## src/rtl/tile_loader.sv

```systemverilog
// tile_loader: packs an input byte stream little-endian into SRAM words,
// writes them into the loader-side bank of a ping-pong input buffer, and
// tracks which bank holds a complete tile for the systolic-array side.
module tile_loader #(
   parameter  int ADDR_WIDTH = 8,
   parameter  int SRAM_WIDTH = 32,
   parameter  int TILE_WORDS = 256,
   localparam int BPW        = SRAM_WIDTH / 8
) (
   input  logic                  clk,
   input  logic                  rst,
   input  logic                  s_valid,
   output logic                  s_ready,
   input  logic [7:0]            s_data,
   input  logic                  s_last,
   output logic                  input_wr_en,
   output logic [ADDR_WIDTH-1:0] input_wr_addr,
   output logic [SRAM_WIDTH-1:0] input_wr_data,
   output logic [BPW-1:0]        input_wr_mask,
   output logic                  loader_bank_sel,
   output logic                  array_bank_sel,
   output logic                  tile_ready,
   output logic [ADDR_WIDTH:0]   tile_len,
   input  logic                  array_release
);

   localparam int LANE_W = (BPW > 1) ? $clog2(BPW) : 1;
   localparam logic [LANE_W-1:0]     LAST_LANE = LANE_W'(BPW - 1);
   localparam logic [ADDR_WIDTH-1:0] LAST_ADDR = ADDR_WIDTH'(TILE_WORDS - 1);

   typedef enum logic [1:0] {FILL, DRAIN, WAIT} state_t;

   state_t                state;
   logic                  drain_second;   // second DRAIN cycle (N+2)
   logic                  wr_ptr;
   logic                  rd_ptr;
   logic [1:0]            bank_full;
   logic [ADDR_WIDTH:0]   len_mem [2];

   logic [LANE_W-1:0]     lane;
   logic [SRAM_WIDTH-1:0] word_buf;
   logic [ADDR_WIDTH-1:0] word_addr;
   logic [ADDR_WIDTH:0]   len_pend;       // word count of the tile in DRAIN

   // Closed word staged for one cycle: the memory takes addr/data a cycle after wr_en.
   logic [SRAM_WIDTH-1:0] pend_data;
   logic [BPW-1:0]        pend_mask;
   logic [ADDR_WIDTH-1:0] pend_addr;

   logic                  accept;
   logic                  word_close;
   logic                  tile_close;
   logic                  release_ok;
   logic [SRAM_WIDTH-1:0] next_word;
   logic [BPW-1:0]        next_mask;

   assign accept     = s_valid && s_ready;
   assign word_close = accept && (s_last || lane == LAST_LANE);
   assign tile_close = word_close && (s_last || word_addr == LAST_ADDR);
   assign release_ok = array_release && bank_full[rd_ptr];

   assign loader_bank_sel = wr_ptr;
   assign array_bank_sel  = rd_ptr;
   assign tile_ready      = bank_full[rd_ptr];
   assign tile_len        = len_mem[rd_ptr];

   // Merge the incoming byte into the word under construction and build its lane mask.
   always_comb begin
      // NOTE: every output of this block gets a default first so no latch is inferred.
      next_word = word_buf;
      next_mask = '0;
      for (int k = 0; k < BPW; k++) begin
         if (LANE_W'(k) == lane) next_word[8*k +: 8] = s_data;
         if (LANE_W'(k) <= lane) next_mask[k] = 1'b1;
      end
   end

   // Byte packing, word addressing and the two-stage write pipeline.
   always_ff @(posedge clk) begin
      // NOTE: sequential state uses non-blocking assignments so every flop samples pre-edge values.
      if (rst) begin
         lane          <= '0;
         word_buf      <= '0;
         word_addr     <= '0;
         len_pend      <= '0;
         pend_data     <= '0;
         pend_mask     <= '0;
         pend_addr     <= '0;
         input_wr_en   <= 1'b0;
         input_wr_addr <= '0;
         input_wr_data <= '0;
         input_wr_mask <= '0;
      end else begin
         input_wr_en <= word_close;
         if (input_wr_en) begin
            input_wr_addr <= pend_addr;
            input_wr_data <= pend_data;
            input_wr_mask <= pend_mask;
         end
         if (accept) begin
            if (word_close) begin
               pend_data <= next_word;
               pend_mask <= next_mask;
               pend_addr <= word_addr;
               lane      <= '0;
               word_buf  <= '0;    // unfilled lanes of the next word read as zero
               if (tile_close) begin
                  word_addr <= '0;
                  len_pend  <= {1'b0, word_addr} + 1'b1;
               end else begin
                  word_addr <= word_addr + 1'b1;
               end
            end else begin
               word_buf <= next_word;
               lane     <= lane + 1'b1;
            end
         end
      end
   end

   // Loader FSM with ping-pong bookkeeping: bank-full flags, stored lengths, pointers.
   always_ff @(posedge clk) begin
      if (rst) begin
         state        <= FILL;
         drain_second <= 1'b0;
         s_ready      <= 1'b0;
         wr_ptr       <= 1'b0;
         rd_ptr       <= 1'b0;
         bank_full    <= '0;
         // NOTE: the two length entries are reset because tile_len must read 0 out of reset.
         len_mem[0]   <= '0;
         len_mem[1]   <= '0;
      end else begin
         if (release_ok) begin
            bank_full[rd_ptr] <= 1'b0;
            rd_ptr            <= ~rd_ptr;
         end
         case (state)
            FILL: begin
               if (tile_close) begin
                  state        <= DRAIN;
                  drain_second <= 1'b0;
                  s_ready      <= 1'b0;
               end else begin
                  s_ready <= !bank_full[wr_ptr];
               end
            end
            DRAIN: begin
               if (!drain_second) begin
                  drain_second <= 1'b1;
               end else begin
                  // Bank selection stays put until the staged write has landed.
                  bank_full[wr_ptr] <= 1'b1;
                  len_mem[wr_ptr]   <= len_pend;
                  wr_ptr            <= ~wr_ptr;
                  if (bank_full[~wr_ptr]) begin
                     state <= WAIT;
                  end else begin
                     state   <= FILL;
                     s_ready <= 1'b1;
                  end
               end
            end
            WAIT: begin
               if (!bank_full[wr_ptr]) begin
                  state   <= FILL;
                  s_ready <= 1'b1;
               end
            end
            default: begin
               state   <= FILL;
               s_ready <= 1'b0;
            end
         endcase
      end
   end

endmodule
```

## config.mk

```make
export PLATFORM = sky130hd
export DESIGN_NAME = tile_loader
export DESIGN_NICKNAME = d
export VERILOG_FILES = /design/src/rtl/tile_loader.sv
export SDC_FILE = /design/constraint.sdc
export NUM_CORES = 1
export LEC_CHECK = 0
export ABC_AREA = 1
export ABC_CLOCK_PERIOD_IN_PS = 1700
export BUFFER_PORTS_ARGS = -buffer_cell sky130_fd_sc_hd__buf_2
export CAP_MARGIN = 0
export CORE_MARGIN = 5
export CORE_UTILIZATION = 52
export DETAILED_ROUTE_END_ITERATION = 10
export HOLD_SLACK_MARGIN = 0.08
export PLACE_DENSITY = 0.75
export SYNTH_ARGS = -nofsm -noshare
export SYNTH_HDL_FRONTEND = slang
export SYNTH_SLANG_ARGS = --single-unit
```

## constraint.sdc

```tcl
create_clock -name clk -period 1.7 [get_ports clk]
set_clock_uncertainty 0.2 [all_clocks]
set_input_delay 0.085 -clock clk [delete_from_list [all_inputs] [get_ports clk]]
set_output_delay 0.085 -clock clk [all_outputs]
set_load 0.05 [all_outputs]
```

; ---- Yosys cells after proc, flatten, opt, wreduce, memory -nomap -nowiden
; Memory sizes are Yosys's and may differ from the RTL's. A register that Yosys moved wholly into a read port is not among the register bits.
; Cells that the tools add are included.
[totals]
ram_bits = 18
inputBits = 13
regBits = 148
n_memories = 1
[op_classes]
eq_ne = 11
reduce_logical = 19
mux = 48
n_lt_le_gt_ge = 9
n_addsub = 3
bitwise_logic = 5
[mem_list]
columns = name, depth, width, read_ports, rd_ports_with_merged_regs, write_ports, line
row1 = len_mem, 2, 9, 1, 1, 2, 38  ; logic [ADDR_WIDTH:0] len_mem [2];
[op_table]
columns = op, count
row1 = $mux 8, 5
row2 = $mux 32, 1
row3 = $mux 1, 27
row4 = $mux 2, 9
row5 = $add 8x1->9 const B, 1
row6 = $mux 9, 1
row7 = $reduce_and 3->1, 3
row8 = $reduce_or 9->1, 1
row9 = $add 8x1->8 const B, 1
row10 = $eq 8x8->1 const B, 1
row11 = $ne 2x2->1 const B, 4
row12 = $logic_and 1x1->1, 6
row13 = $lt 1x2->1 const B, 3
row14 = $pmux 2 s3, 1
row15 = $reduce_and 2->1, 3
row16 = $eq 2x2->1 const A, 2
row17 = $eq 2x2->1 const B, 2
row18 = $le 1x2->1 const A, 2
row19 = $le 2x2->1 const A, 2
row20 = $logic_not 2->1, 2
row21 = $pmux 1 s3, 1
row22 = $add 2x1->2 const B, 1
row23 = $and 2x2->2, 1
row24 = $demux 1 s1, 2
row25 = 10 further kinds, 13

; ---- Longest topological paths before layout
[logic_depth]
depth_word = 11
depth_mapped = 11

; ---- Worst setup path after synthesis
; Ideal clock, no wire load.
[synth_path]
path_kind = flip-flop to output port
start = register rd_ptr, in the netlist array_bank_sel
end = output port tile_ready
arrival_time_ns = 1.667
path_slack_ns = -0.252
stages_incl_launch_ff = 2
required_ns = 1.415
n_path_buf = 0
path_cell_list = dfxtp_1 o21ai_0
[synth_between]
elab_chain_len = 2
[synth_lines]
columns = item, line
row1 = "start, declared", 36  ; logic rd_ptr;
row2 = "start signal, assigned", 136  ; rd_ptr <= ~rd_ptr;
row3 = $mux 1 (implied by the code) (2 in series), 64  ; assign tile_ready = bank_full[rd_ptr];
row4 = "end, declared", 22  ; output logic tile_ready,
; No other way between the ends. The select of a mux whose other input is x is not followed.

==> results.md <==
- Outcome: finished, violations left
- Failing checks: negative setup slack
- Root Driver: clkbuf_16
- DRT Pass-1 Iters: 7
- Net Sw Frac: 0.2533
- Io pins: 71
- Area Growth Syn to Fin: 24.74%
- Xor/xnor share of the synthesized area: 0.007952
- CP Launch Type: flop
- Largest delay share family, worst path: flip-flops
- Core area: 0.01252 mm²
- Syn_area_per_cell: 8.561 µm²
- Distinct cells, synth: 31
- Crit-path cells: buf_12 > mux2_2 > buf_2
- Buf+Inv Stages, Crit Path: 2
- TNS Setup: -56.27 ps
- Clock sinks: ~170
- HP Class: reg -> reg
- Drt initial violations: 446
- Hold_sp: pend_data[13]
- Post-synth EDFFs: 18
- Initial Util: 0.5280
- Tcrit/Tclk final: 1.017
- Slew @ Worst Pin: roughly 600 ps
- Combinational Power Share: 0.116
- DR vias/cell: 5.216
- Die height: 122.7 µm
- Average wire per standard cell: 14.35 µm
- # diodes: 0
- Main synth FF type: dfxtp_1
- DRC: 0
- Final Util: 0.6586
- GR Overflow Total: 0
- LEAKAGE: 3.348 nW
- Internal cell power: 6.862 mW
- Fillers: 986
- CP peak stage delay: between 300 and 400 ps
- Register area: 0.003543 mm²
- Layout cells sized above 1: 0.2514
- Synthesized area: between 0.006 and 0.007 mm²
- Clock latency at the later pin of the worst-skew pair: about 430 ps
- CP Data Arrival Time: 1440 ps
- Critical path's slowest cell: dfxtp_4
- RSZ-0062 raised after global routing: yes
- Hold_ws: 255.9 ps
- Most common cell in the synthesized netlist: dfxtp_1
- RR Endpoint: pend_data[5]
- H-tree depth: 4
- Final WS setup: -28.46 ps
- Crit Path Category: reg -> out
- Total die area: 0.01506 mm²
- Detailed-placement wirelength estimate: 8911 µm
- GPL Wtd Cong: between 0.8 and 0.9
- Post-synthesis adder-cell area fraction: 0.01893
- CP required: between 1000 and 1500 ps
- CP Capture Type: output pin
- Final ANT Viol Nets: 0
- Biggest area consumer among synthesized cells: dfxtp_1
- Clock Path Buffers: 2
- R2R cell count: 7
- Pins Over Slew Limit: 0
- Largest family of logic cells by synthesized area: compound AO/OA/AOI/OAI gates
- Worst R2R Setup Slack: around 40 ps
- Via count: 5440
- Clock transition at path regs: 60 ps
- Max_cap viols: 0
- Crit path max fanout: 5
- Post-route cell area: 0.008244 mm²
- Final min period: ~1700 ps
- Site Rows: 41
- Syn Nets: slightly below 800
- Largest net degree at the start of global routing: 94
- Max VDD drop: 0.7160 mV
- Sequential share of the synthesized area: 0.5331
- First-pass GRT wire length: 24120 µm
- Register share of total power: 0.460
- Antenna violations before repair: 0
- Switch Pwr: 2.327 mW
- Die Span X: 122.7 µm
- Synth Area in Compound Gates: 0.1764
- Final WL: 14970 µm
- Synth Register Bits: 167
- WHS Path Cells: 2
- Final setup viols: 4
- Post-Synth Simple-Gate Area: 0.1303
- GRT Util Overall: 0.2024
- Clk pwr share: 0.424
- Port-buffer cells: 70
- Min-Delay Endpoint: pend_data[13]
- Reg-to-reg startpoint: lane[0]
- Mapped Cells: roughly 770
- Post-place instance area: 0.007274 mm²
- Post-synth top cells: dfxtp_1 (149), nand2_1 (124), a21oi_1 (118)
- Worst relative slew slack: 0.6021
- Total CTS buffers: 17
- Mux cell area share after synthesis: 0.05623
- CTS tree: built
- Vias in the first global route: 5023
- Area of the multi-input gates: around 0.0027 mm²
- Power Dens Cells: 1115 mW/mm²
- Async SR Flop Fraction: 0
- Final hold violation count: 0
- Worst slack at placement: -52.75 ps
- Synth warn: 0
- Synth area leaders: dfxtp_1 (45%), a21oi_1 (8.9%), edfxtp_1 (8.2%)
- Post-synth top area share: 0.4513
- Highest clock rate: 578.6 MHz
- Total Nets Final: 882
-- worst min-delay path, delay by kind of cell, from the launching register on --
family	cells	cell delay, ps
compound gates	1	50
buf+inv	1	60
flops	1	300
-- placed cells by master, fill, tap and decap left out, types with 5 or more instances in the layout --
| master | Yosys | routed |
|---|---|---|
| ha_1 | 10 | 5 |
| nand2_4 | 3 | 5 |
| o21ai_1 | 1 | 10 |
| nand2_1 | 124 | 118 |
| edfxtp_1 | 18 | 18 |
| dfxtp_1 | 149 | 141 |
| inv_2 | 5 | 6 |
| dlygate4sd3_1 | 0 | 13 |
| inv_1 | 60 | 59 |
| buf_2 | 14 | 64 |
| mux2_2 | 33 | 30 |
| a21oi_1 | 118 | 114 |
| nand3_1 | 7 | 6 |
| nor2_1 | 70 | 68 |
| nand2_2 | 4 | 7 |
| o21ai_0 | 95 | 81 |
| buf_4 | 0 | 22 |
| o21ai_2 | 0 | 5 |
| buf_6 | 6 | 6 |
| xor2_1 | 5 | 5 |
| clkbuf_16 | 0 | 18 |
| buf_12 | 0 | 9 |
-- logic make-up (layout without fill, tap and decap cells) --
family,Yosys count,after routing
adders and majority gates,10,10
muxes,33,33
DFF,167,167
xor gates and xnor gates,6,6
AOI/OAI and AO/OA,226,226
and+or+nand+nor,213,213
buffers and inverters,117,216
-- worst max path at each step --
stage               startpoint            end  cells past startpoint
floorplan             state[1]  len_mem[1][0]                      7
global placement       lane[0]   pend_data[2]                      7
detailed placement     lane[0]   pend_data[2]                      7
CTS                       flop    tile_len[4]                      2
global route              flop    tile_len[4]                      3
finish                    flop    tile_len[4]                      3
-- power groups by stage --
stage / clock network [mW] / logic [mW] / registers [mW]
global route: 4.12 / 1.16 / 4.25
floorplan: 0 / 0.524 / 4.50
finish: 3.89 / 1.07 / 4.23
global placement: 0 / 0.974 / 4.31
detailed placement: 0 / 0.987 / 4.32
CTS: 3.94 / 1.02 / 4.23
-- final cells by class --
type | instances | area share
Tap cell | 172 | 0.02610
Timing Repair Buffer | 118 | 0.1111
Clock buffer | 21 | 0.05964
Inverter | 67 | 0.03096
Sequential cell | 167 | 0.4298
Clock inverter | 10 | 0.01396
Multi-Input combinational cell | 488 | 0.3284
-- stage by stage --
step | instances | power, mW
5_1_grt | 1043 | 9.523
6_report | 1043 | 9.190
3_3_place_gp | 997 | 5.285
2_1_floorplan | 772 | 5.022
3_5_place_dp | 997 | 5.304
4_1_cts | 1041 | 9.190
-- sequential cells by signal (all words and copies together) (netlist names), named ones only --
| register | count |
|---|---|
| input_wr_addr | 8 |
| pend_addr | 8 |
| drain_second | 1 |
| input_wr_data | 32 |
| word_addr | 8 |
| word_buf | 32 |
| input_wr_en | 1 |
| input_wr_mask | 4 |
| array_bank_sel | 1 |
| len_pend | 9 |
| s_ready | 1 |
| bank_full | 2 |
| pend_data | 32 |
| pend_mask | 4 |
| loader_bank_sel | 1 |
| len_mem | 18 |
| state | 2 |
| lane | 2 |
-- per-layer routing --
| layer | global-route usage | part of all wire | up-vias |
|---|---|---|---|
| met5 | 0 | 0 | - |
| met4 | 0.06998 | 0.019 | 0 |
| met2 | 0.3198 | 0.48 | 136 |
| li1 | - | - | 2710 |
| met1 | 0.2713 | 0.45 | 2570 |
| met3 | 0.04931 | 0.054 | 24 |
-- what timing repair did --
action,in CTS,in global routing
gates cloned,0,0
pin swaps,0,9
hold endpoints to repair,103,0
setup endpoints to repair,33,72
setup buffers,0,2
gates resized for setup,17,59
hold buffers,13,0
Power figures use the tool's default switching activity.
